File: config.mk
export PLATFORM = sky130hd
export DESIGN_NAME = sifh_zoom_histogrammer
export DESIGN_NICKNAME = d
export VERILOG_FILES = /design/src/rtl/sifh_zoom_histogrammer.sv
export SDC_FILE = /design/constraint.sdc
export NUM_CORES = 1
export LEC_CHECK = 0
export CELL_PAD_IN_SITES_DETAIL_PLACEMENT = 0
export CELL_PAD_IN_SITES_GLOBAL_PLACEMENT = 1
export CORE_MARGIN = 2
export CORE_UTILIZATION = 57
export DETAILED_ROUTE_END_ITERATION = 10
export DONT_BUFFER_PORTS = 1
export GPL_ROUTABILITY_DRIVEN = 0
export PLACE_DENSITY_LB_ADDON = 0.25
export RECOVER_POWER = 100
export SYNTH_ARGS = -nofsm -noshare
export SYNTH_HDL_FRONTEND = slang
export SYNTH_SLANG_ARGS = --single-unit
File: constraint.sdc
create_clock -name clk -period 21.7 [get_ports clk]
set_input_delay 5.425 -clock clk [delete_from_list [all_inputs] [get_ports clk]]
set_output_delay 5.425 -clock clk [all_outputs]
set_load 0.05 [all_outputs]
File: src/rtl/sifh_zoom_histogrammer.sv
// sifh_zoom_histogrammer: multi-pass coarse-to-fine SiFH histogram builder
// with per-pixel peak detection. Each pass histograms NB bits of timestamp
// resolution inside the window chosen by the previous pass.
// Optional feature macro: SIFH_PEAK_COUNT_EN adds the peak_cnt output.
module sifh_zoom_histogrammer #(
  parameter int NP             = 12,
  parameter int NB             = 4,
  parameter int PASSES         = 3,
  parameter int PIXELS         = 4,
  parameter int DATA_PER_PIXEL = 4,
  parameter int ACQ_NUM        = 8,
  parameter int CNT_W          = 8
) (
  input  logic                                           clk,
  input  logic                                           res,
  input  logic                                           in_valid,
  output logic                                           in_ready,
  input  logic [NP-1:0]                                  data,
  output logic [((PASSES > 1) ? $clog2(PASSES) : 1)-1:0] pass_idx,
  output logic [NP*PIXELS-1:0]                           result,
  output logic [PIXELS-1:0]                              result_mask,
  output logic                                           result_valid
`ifdef SIFH_PEAK_COUNT_EN
  ,
  output logic [CNT_W*PIXELS-1:0]                        peak_cnt
`endif
);

  localparam int PW    = (PASSES > 1) ? $clog2(PASSES) : 1;
  localparam int BINS  = 2 ** NB;
  localparam int WORDS = PIXELS * BINS;
  localparam int AW    = (WORDS > 1) ? $clog2(WORDS) : 1;
  localparam int XW    = (PIXELS > 1) ? $clog2(PIXELS) : 1;
  localparam int DW    = (DATA_PER_PIXEL > 1) ? $clog2(DATA_PER_PIXEL) : 1;
  localparam int QW    = (ACQ_NUM > 1) ? $clog2(ACQ_NUM) : 1;
  localparam logic [CNT_W-1:0] CNT_MAX = '1;

  typedef enum logic [1:0] {S_RUN, S_DRAIN, S_UPDATE, S_OUT} state_t;

  state_t                r_state;
  logic [PW-1:0]         r_pass;
  logic [DW-1:0]         r_in_cnt;
  logic [XW-1:0]         r_pix;
  logic [QW-1:0]         r_acq;
  logic                  r_in_ready;
  logic                  r_result_valid;
  logic [NP*PIXELS-1:0]  r_result;
  logic [PIXELS-1:0]     r_result_mask;
  logic [PIXELS-1:0]     r_mask;
  logic [NP-1:0]         r_lo [PIXELS];

  logic [CNT_W-1:0]      r_hist [WORDS];
  logic [WORDS-1:0]      r_bvalid;

  logic                  r_pk_valid;
  logic [XW-1:0]         r_pk_pix;
  logic [NB-1:0]         r_pk_bin;
  logic [CNT_W-1:0]      r_pk_cnt;
  logic [CNT_W-1:0]      r_max [PIXELS];
  logic [NB-1:0]         r_peak [PIXELS];

  logic                  w_accept;
  logic                  w_last_in;
  logic                  w_last_pix;
  logic                  w_last_acq;
  logic                  w_pass_done;
  logic                  w_last_pass;
  logic [NP-1:0]         w_lo_cur;
  logic [NP-1:0]         w_off;
  logic [31:0]           w_win_sh;
  logic [31:0]           w_bin_sh;
  logic                  w_in_win;
  logic [NB-1:0]         w_bin;
  logic [AW-1:0]         w_addr;
  logic [CNT_W-1:0]      w_old_cnt;
  logic [CNT_W-1:0]      w_new_cnt;
  logic [NP-1:0]         w_lo_new [PIXELS];
  logic [PIXELS-1:0]     w_mask_new;
  logic [PIXELS-1:0]     w_has_peak;
  logic [NP*PIXELS-1:0]  w_result_new;

  assign in_ready     = r_in_ready;
  assign pass_idx     = r_pass;
  assign result       = r_result;
  assign result_mask  = r_result_mask;
  assign result_valid = r_result_valid;

  assign w_accept    = in_valid && r_in_ready;
  assign w_last_in   = (r_in_cnt == DW'(DATA_PER_PIXEL - 1));
  assign w_last_pix  = (r_pix == XW'(PIXELS - 1));
  assign w_last_acq  = (r_acq == QW'(ACQ_NUM - 1));
  assign w_pass_done = w_accept && w_last_in && w_last_pix && w_last_acq;
  assign w_last_pass = (r_pass == PW'(PASSES - 1));

  // Window test and bin index for the incoming sample of the current pixel.
  // Window width shrinks by NB bits per pass; pass 0 covers the full range.
  assign w_lo_cur = r_lo[r_pix];
  assign w_off    = data - w_lo_cur;
  assign w_win_sh = 32'(NP) - 32'(r_pass) * 32'(NB);
  assign w_bin_sh = 32'(NP) - (32'(r_pass) + 32'd1) * 32'(NB);
  assign w_in_win = (data >= w_lo_cur) && (({1'b0, w_off} >> w_win_sh) == '0);
  assign w_bin    = NB'(w_off >> w_bin_sh);
  assign w_addr   = AW'(32'(r_pix) * 32'(BINS) + 32'(w_bin));

  // The array read is combinational, so an accept hitting the same word on
  // the very next cycle already sees the previous increment: no bypass path
  // is needed to avoid losing counts.
  assign w_old_cnt = r_bvalid[w_addr] ? r_hist[w_addr] : '0;
  assign w_new_cnt = (w_old_cnt == CNT_MAX) ? CNT_MAX : w_old_cnt + CNT_W'(1);

  // Per-pixel window refinement and final result computed for UPDATE.
  for (genvar gi = 0; gi < PIXELS; gi++) begin : g_pix
    assign w_has_peak[gi] = (r_max[gi] != '0);
    assign w_lo_new[gi]   = w_has_peak[gi] ? r_lo[gi] + (NP'(r_peak[gi]) << w_bin_sh) : r_lo[gi];
    assign w_mask_new[gi] = r_mask[gi] & w_has_peak[gi];
    assign w_result_new[gi*NP +: NP] = w_mask_new[gi] ? w_lo_new[gi] : '0;
  end

  // Histogram read-modify-write: saturated count lands on the accept edge.
  always_ff @(posedge clk) begin
    if (w_accept && w_in_win) begin
      r_hist[w_addr] <= w_new_cnt;
    end
  end

  // Per-word valid bits stand in for clearing the whole histogram each pass.
  always_ff @(posedge clk) begin
    if (!res || r_state == S_UPDATE) begin
      r_bvalid <= '0;
    end else if (w_accept && w_in_win) begin
      r_bvalid[w_addr] <= 1'b1;
    end
  end

  // Capture the freshly written count so peak tracking runs one cycle later.
  always_ff @(posedge clk) begin
    if (!res) begin
      r_pk_valid <= 1'b0;
      r_pk_pix   <= '0;
      r_pk_bin   <= '0;
      r_pk_cnt   <= '0;
    end else begin
      r_pk_valid <= w_accept && w_in_win;
      r_pk_pix   <= r_pix;
      r_pk_bin   <= w_bin;
      r_pk_cnt   <= w_new_cnt;
    end
  end

  // Peak tracker: strictly-greater update keeps the bin that got there first.
  always_ff @(posedge clk) begin
    if (!res || r_state == S_UPDATE) begin
      for (int p = 0; p < PIXELS; p++) begin
        r_max[p]  <= '0;
        r_peak[p] <= '0;
      end
    end else if (r_pk_valid && (r_pk_cnt > r_max[r_pk_pix])) begin
      r_max[r_pk_pix]  <= r_pk_cnt;
      r_peak[r_pk_pix] <= r_pk_bin;
    end
  end

`ifdef SIFH_PEAK_COUNT_EN
  logic [CNT_W*PIXELS-1:0] r_peak_cnt;
  logic [CNT_W*PIXELS-1:0] w_max_flat;

  for (genvar gi = 0; gi < PIXELS; gi++) begin : g_max_flat
    assign w_max_flat[gi*CNT_W +: CNT_W] = r_max[gi];
  end

  assign peak_cnt = r_peak_cnt;

  // Last-pass maxima, latched alongside the result.
  always_ff @(posedge clk) begin
    if (!res) begin
      r_peak_cnt <= '0;
    end else if (r_state == S_UPDATE && w_last_pass) begin
      r_peak_cnt <= w_max_flat;
    end
  end
`endif

  // Frame sequencer: sample counters, pass stepping, window update and output.
  always_ff @(posedge clk) begin
    if (!res) begin
      r_state        <= S_RUN;
      r_pass         <= '0;
      r_in_cnt       <= '0;
      r_pix          <= '0;
      r_acq          <= '0;
      r_in_ready     <= 1'b1;
      r_result_valid <= 1'b0;
      r_result       <= '0;
      r_result_mask  <= '0;
      r_mask         <= '1;
      for (int p = 0; p < PIXELS; p++) begin
        r_lo[p] <= '0;
      end
    end else begin
      r_result_valid <= 1'b0;
      case (r_state)
        S_RUN: begin
          if (w_accept) begin
            if (w_last_in) begin
              r_in_cnt <= '0;
              if (w_last_pix) begin
                r_pix <= '0;
                r_acq <= w_last_acq ? '0 : r_acq + QW'(1);
              end else begin
                r_pix <= r_pix + XW'(1);
              end
            end else begin
              r_in_cnt <= r_in_cnt + DW'(1);
            end
            if (w_pass_done) begin
              r_state    <= S_DRAIN;
              r_in_ready <= 1'b0;
            end
          end
        end
        S_DRAIN: begin
          r_state <= S_UPDATE;
        end
        S_UPDATE: begin
          for (int p = 0; p < PIXELS; p++) begin
            r_lo[p] <= w_lo_new[p];
          end
          r_mask <= w_mask_new;
          if (w_last_pass) begin
            r_result       <= w_result_new;
            r_result_mask  <= w_mask_new;
            r_result_valid <= 1'b1;
            r_state        <= S_OUT;
          end else begin
            r_pass     <= r_pass + PW'(1);
            r_in_ready <= 1'b1;
            r_state    <= S_RUN;
          end
        end
        S_OUT: begin
          r_pass     <= '0;
          r_mask     <= '1;
          r_in_ready <= 1'b1;
          r_state    <= S_RUN;
          for (int p = 0; p < PIXELS; p++) begin
            r_lo[p] <= '0;
          end
        end
        default: begin
          r_state    <= S_RUN;
          r_in_ready <= 1'b1;
        end
      endcase
    end
  end

endmodule

==> metrics.txt, run 1 <==
status=complete, but fails checks; violated checks=max-capacitance violations, max-slew violations; final hold viol count=0; CP Buf/Inv Count=5; vias in the first global route=23.5k; Unique masters post-synth=95; final slew viol count=877; nets=2,801; synthesis-stage register bit count=758; EDFF count, synth=584; Die Ht=249 um; later-pin clock latency in the skew report=660 ps; met1 Use GR=41.9%; Final Instance Area=37,300 um2; Crit path max-delay family=compound AO/OA/AOI/OAI gates; RSZ-0062 raised after global routing=false; cell count after synthesis=2,767; IO Port Bufs=0; CTS Root Cell=clkbuf_16; CTS tree=yes; pin count of the biggest net entering global routing=116; fraction of layout cells with a size suffix above 1=8.87%; CTS Sinks=758; Max Cap Viol=26; Worst-Margin Slew=3830 ps; Slowest cell on crit path=o31ai_1; Die Area=62,200 um2; # rows=89; Primary FF master, synth=edfxtp_1; Clock Tree Buf Depth=3; fill count=4,528; htree depth=3; GRT Total Usage=33.3%; Net Count, Synth=2,860; Arr. time, crit path=16,860 ps; final setup TNS=0 ps; power density cells=92.2 nW/um2; initial antenna violation count=0; clk_skew=45.6 ps; DR vias=24.4k; Leak=13.3 nW; routed vias/inst=6.86; core box area=59,200 um2; first-pass GRT wire length=154,000 um; syn avg cell area=12.4 um2; Worst EP required=22,100 ps; TritonRoute pass-1 iters=6; Layout area overhead=8.75%; Starting Density=57.9%; CP peak stage delay=2420 ps; fmax=60.7 MHz; YS warnings=0; synthesized area=34,300 um2; ANT nets after route=0; met2 usage=54.0%; met3 Usage GRT=6.44%; crit start category=input port; crit path max fanout=40; gr busiest metal=met2; DR iter-0 viols=3,091; # Post-CTS Setup Buffers=0; Setup crit end kind=flip-flop; Final period util=75.9%; Routed WL per cell=29.5 um; FFs w/ async S/R, synth=0%; total grt overflow=0; Resized cells post-CTS=0; Routed WL=105,000 um; Die X-Extent=249 um; sequential share of the synthesized area=61.3%; io pins=71; post-DP HPWL=66,000 um; area post-placement=34,900 um2; final setup fails=0; max_slew headroom=-155%; DR DRC count=0; Clk pin slew, worst setup/hold paths=60 ps; CP Cell Sequence=inv_1 -> ha_1 -> inv_1 -> fa_1 -> nand3_1 -> a2111oi_0 -> a311o_1 -> clkbuf_1 -> o21ai_0 -> clkbuf_1 -> nand3_1 -> o22ai_1 -> a21oi_1 -> a221oi_1 -> o32ai_1 -> a21boi_0 -> and2_0 -> o31ai_1 -> buf_4; Setup CP Type=input port to flip-flop; # hold bufs at CTS=0; Hold Crit Class=flip-flop to flip-flop; Num CTS Buffers=79; fin crit period=16,460 ps; VDD IR-drop max=0.0725 mV
## cells by family after synthesis
group | after synthesis | share of synthesized area [%]
DFF | 758 | 61.3
buffers and inverters | 265 | 3.47
and+or+nand+nor | 768 | 11.0
xor gates and xnor gates | 47 | 1.20
AOI/OAI and AO/OA | 722 | 15.2
adders and majority gates | 78 | 2.95
muxes | 129 | 4.89
## per-stage QoR
stage	std cells	power (W)	hold WS, ps	setup slack, ps	utilization (%)
2_1_floorplan	2767	0.00194	426	9390	-
3_3_place_gp	3400	0.00209	434	9440	58.9
3_5_place_dp	3400	0.00210	444	9220	58.9
4_1_cts	3546	0.00343	458	9870	63.3
5_1_grt	3546	0.00352	472	4820	63.0
6_report	3548	0.00344	460	5240	63.0
## final cells by class
type                    instances  area (um2)  area share, %
repair buffers                 51         343          0.919
inverters                      74         278          0.745
flip-flops and latches        758       21000           56.3
clock inverters                38         403           1.08
diodes                          2        5.00         0.0134
well taps                     773         967           2.59
clock buffers                 108        2200           5.89
multi-input cells            1744       12100           32.4
## power by group
group          switching [W]  internal [W]
Clock               0.000586      0.000767
Sequential         0.0000109       0.00165
Combinational       0.000320      0.000106
Total               0.000916       0.00252
## state kept, by name, indices dropped and copies added (netlist names), 3 cells and up, named ones only
name and flops:
r_acq 3, r_bvalid 64, r_hist 512, r_lo 48
r_mask 4, r_max 32, r_peak 16, r_pk_bin 4
r_pk_cnt 8, result 48, result_mask 4
## routing by layer
layer,up-vias,wire length (um)
met1,11900,38400
met2,1574,49400
li1,10500,-
met5,-,0
met3,358,10100
met4,0,6640
## worst paths after layout
path	startpoint	to	slack, ps	cells after the start
min reg2reg	r_mask[3]	r_mask[3]	460	1
min	r_mask[3]	r_mask[3]	460	1
max reg2reg	flip-flop	r_hist[16][5]	8520	18
max	data[0]	r_hist[16][5]	5240	19
## cells in the mapped netlist, types with 51 or more instances
master    count  share of area [%]
inv_1        74               0.81
mux2i_1      72                2.1
and3_1      105                1.9
edfxtp_1    584                 51
nand2_1     181                2.0
o21ai_0      83                1.2
dfxtp_1     174                 10
ha_1         73                2.7
a21oi_1     121                1.8
a22oi_1      70                1.5
a211oi_1     51                1.1
clkbuf_1    103                1.1
o21a_1       70                1.5
and2_1       62                1.1
nand3_1      81                1.2
nor2_1      199                2.2
## layout by cell type (no fill, tap or decap), types with 21 or more instances in the layout
cell / n
a22oi_1: 70
o21ai_0: 85
nand3_1: 80
nor2_1: 198
dfxtp_1: 174
o21a_1: 71
mux2_2: 29
nand2_1: 178
a21oi_1: 121
nor3_1: 36
clkbuf_1: 33
edfxtp_1: 584
clkbuf_16: 80
xnor2_1: 38
o211ai_1: 21
inv_1: 74
a211oi_1: 50
and2_0: 35
buf_4: 36
mux4_2: 28
and3_1: 105
o221ai_1: 33
and2_1: 26
nand2b_1: 30
mux2i_1: 72
ha_1: 73
o22ai_1: 30
Power figures use the tool's default switching activity.
==> inputs of run 2 (changes only) <==
--- a/config.mk
+++ b/config.mk
@@ -8,7 +8,7 @@
 export CELL_PAD_IN_SITES_DETAIL_PLACEMENT = 0
 export CELL_PAD_IN_SITES_GLOBAL_PLACEMENT = 1
 export CORE_MARGIN = 2
-export CORE_UTILIZATION = 57
+export CORE_UTILIZATION = 53
 export DETAILED_ROUTE_END_ITERATION = 10
 export DONT_BUFFER_PORTS = 1
 export GPL_ROUTABILITY_DRIVEN = 0
==> constraint.sdc (replaced) <==
create_clock -name clk -period 16.9 [get_ports clk]
set_input_delay 4.225 -clock clk [delete_from_list [all_inputs] [get_ports clk]]
set_output_delay 4.225 -clock clk [all_outputs]
set_load 0.05 [all_outputs]
==> metrics.txt, run 2 (same netlist as run 1, synthesis figures left out) <==
Resized cells post-CTS=0; Max Cap Viol=11; final slew viol count=427; RSZ-0062 raised after global routing=false; flop2flop setup slack=5340 ps; ANT nets after route=0; final setup TNS=0 ps; fraction of layout cells with a size suffix above 1=8.83%; Leak=13.3 nW; power density cells=119 nW/um2; violated checks=max-capacitance violations, max-slew violations; CTS Sinks=758; Final Instance Area=37,500 um2; fill count=5,231; Worst EP required=17,260 ps; GRT Total Usage=31.8%; final hold viol count=0; Routed WL per cell=29.5 um; largest registers=r_hist (512), r_bvalid (64); final setup fails=0; clk_skew=41.3 ps; fin util=58.4%; # rows=93; area post-placement=35,000 um2; Final period util=81.9%; post-DP HPWL=68,200 um; # Post-CTS Setup Buffers=0; core box area=64,200 um2; register area=21,000 um2; Starting Density=53.4%; Num CTS Buffers=80; Layout area overhead=9.32%; Hold Crit Class=flip-flop to flip-flop; Clk pwr share=39.6%; TritonRoute pass-1 iters=6; Die Area=66,800 um2; Clock Tree Buf Depth=3; final setup margin=3050 ps; htree depth=3; pin count of the biggest net entering global routing=92; vias in the first global route=23.5k; Placement Setup Slack=5410 ps; nets=2,804; VDD IR-drop max=0.144 mV; fin crit period=13,850 ps; CTS Root Cell=clkbuf_16; io pins=71; Total Power=0.00444 W; Setup CP Type=input port to flip-flop; Reg power frac=47.9%; combinational share of power=12.5%; Net Sw Power=0.00118 W; initial antenna violation count=0; routed vias/inst=6.74; Clk pin slew, worst setup/hold paths=60 ps; Worst-Margin Slew=4360 ps; # hold bufs at CTS=0; Die Ht=258 um; Internal Power=0.00327 W; first-pass GRT wire length=156,000 um; register name with the most flops=r_hist; fmax=72.2 MHz; IO Port Bufs=0; DR iter-0 viols=2,881; Die X-Extent=258 um; CTS tree=yes; crit start category=input port; max_slew headroom=-191%; Arr. time, crit path=14,210 ps; DR DRC count=0; Sw Ratio=26.4%; later-pin clock latency in the skew report=650 ps; DR vias=24.5k; Setup crit end kind=flip-flop; max FFs per register=512; multi-input logic area=12,200 um2; Antenna Cells=0; status=complete, but fails checks; total grt overflow=0; most frequent cells in the layout=584 x edfxtp_1, 197 x nor2_1, 176 x nand2_1; Routed WL=107,000 um; crit path max fanout=44; most common cell after layout, fill and taps aside=edfxtp_1
==> run 2: cell count changes in the layout (fill, tap and decap cells not counted), sizes merged <==
cell	previous run	this run
bufinv	4	6
clkbuf	122	131
clkinv	30	21
clkinvlp	1	2
diode	2	0
==> run 2: cell type report <==
| type | instances | share of cell area [%] |
|---|---|---|
| clock buffers | 115 | 5.94 |
| clock inverters | 32 | 1.06 |
| inverters | 74 | 0.741 |
| multi-input cells | 1744 | 32.5 |
| flip-flops and latches | 758 | 56.1 |
| well taps | 855 | 2.85 |
| repair buffers | 53 | 0.901 |
==> run 2: routing by layer <==
| layer | vias to the layer above | share of wire [%] | global-route usage, % |
|---|---|---|---|
| met3 | 376 | 9.9 | 6.56 |
| li1 | 10500 | - | - |
| met1 | 12000 | 36 | 39.4 |
| met5 | - | 0 | 0 |
| met2 | 1539 | 47 | 51.5 |
| met4 | 0 | 7.0 | 19.2 |
==> run 2: critical path, cell delays in order <==
cell and delay, ps:
inv_1 50, ha_1 170, inv_1 60, fa_1 440
nand3_1 200, a2111oi_0 180, a311o_1 410, clkbuf_1 350
o21ai_0 1400, clkbuf_1 1850, o21ai_0 1370, clkbuf_1 480
o221ai_1 250, a21oi_1 140, a21bo_2 260, a32oi_2 380
nor4_4 150, and2_0 250, o31ai_4 860, buf_4 570
==> run 2: through the flow <==
step,cells,hold WS (ps)
5_1_grt,3631,470
6_report,3631,460
3_3_place_gp,3484,439
2_1_floorplan,2767,426
3_5_place_dp,3484,446
4_1_cts,3631,461
==> run 2: path summary, 6_finish.rpt <==
kind,start,to,cells past startpoint
hold / removal,r_bvalid[43],r_bvalid[43],1
setup reg to reg,flip-flop,r_hist[51][5],20
setup / recovery,data[0],r_hist[51][5],20
hold reg to reg,r_bvalid[43],r_bvalid[43],1
==> run 2: power groups by stage <==
| stage | clock network [W] | logic (W) | registers, W |
|---|---|---|---|
| after global routing | 0.00184 | 0.000576 | 0.00213 |
| after global placement | 0 | 0.000528 | 0.00216 |
| after floorplan | 0 | 0.000333 | 0.00216 |
| after detailed placement | 0 | 0.000538 | 0.00217 |
| after CTS | 0.00177 | 0.000541 | 0.00213 |
| final | 0.00176 | 0.000557 | 0.00213 |
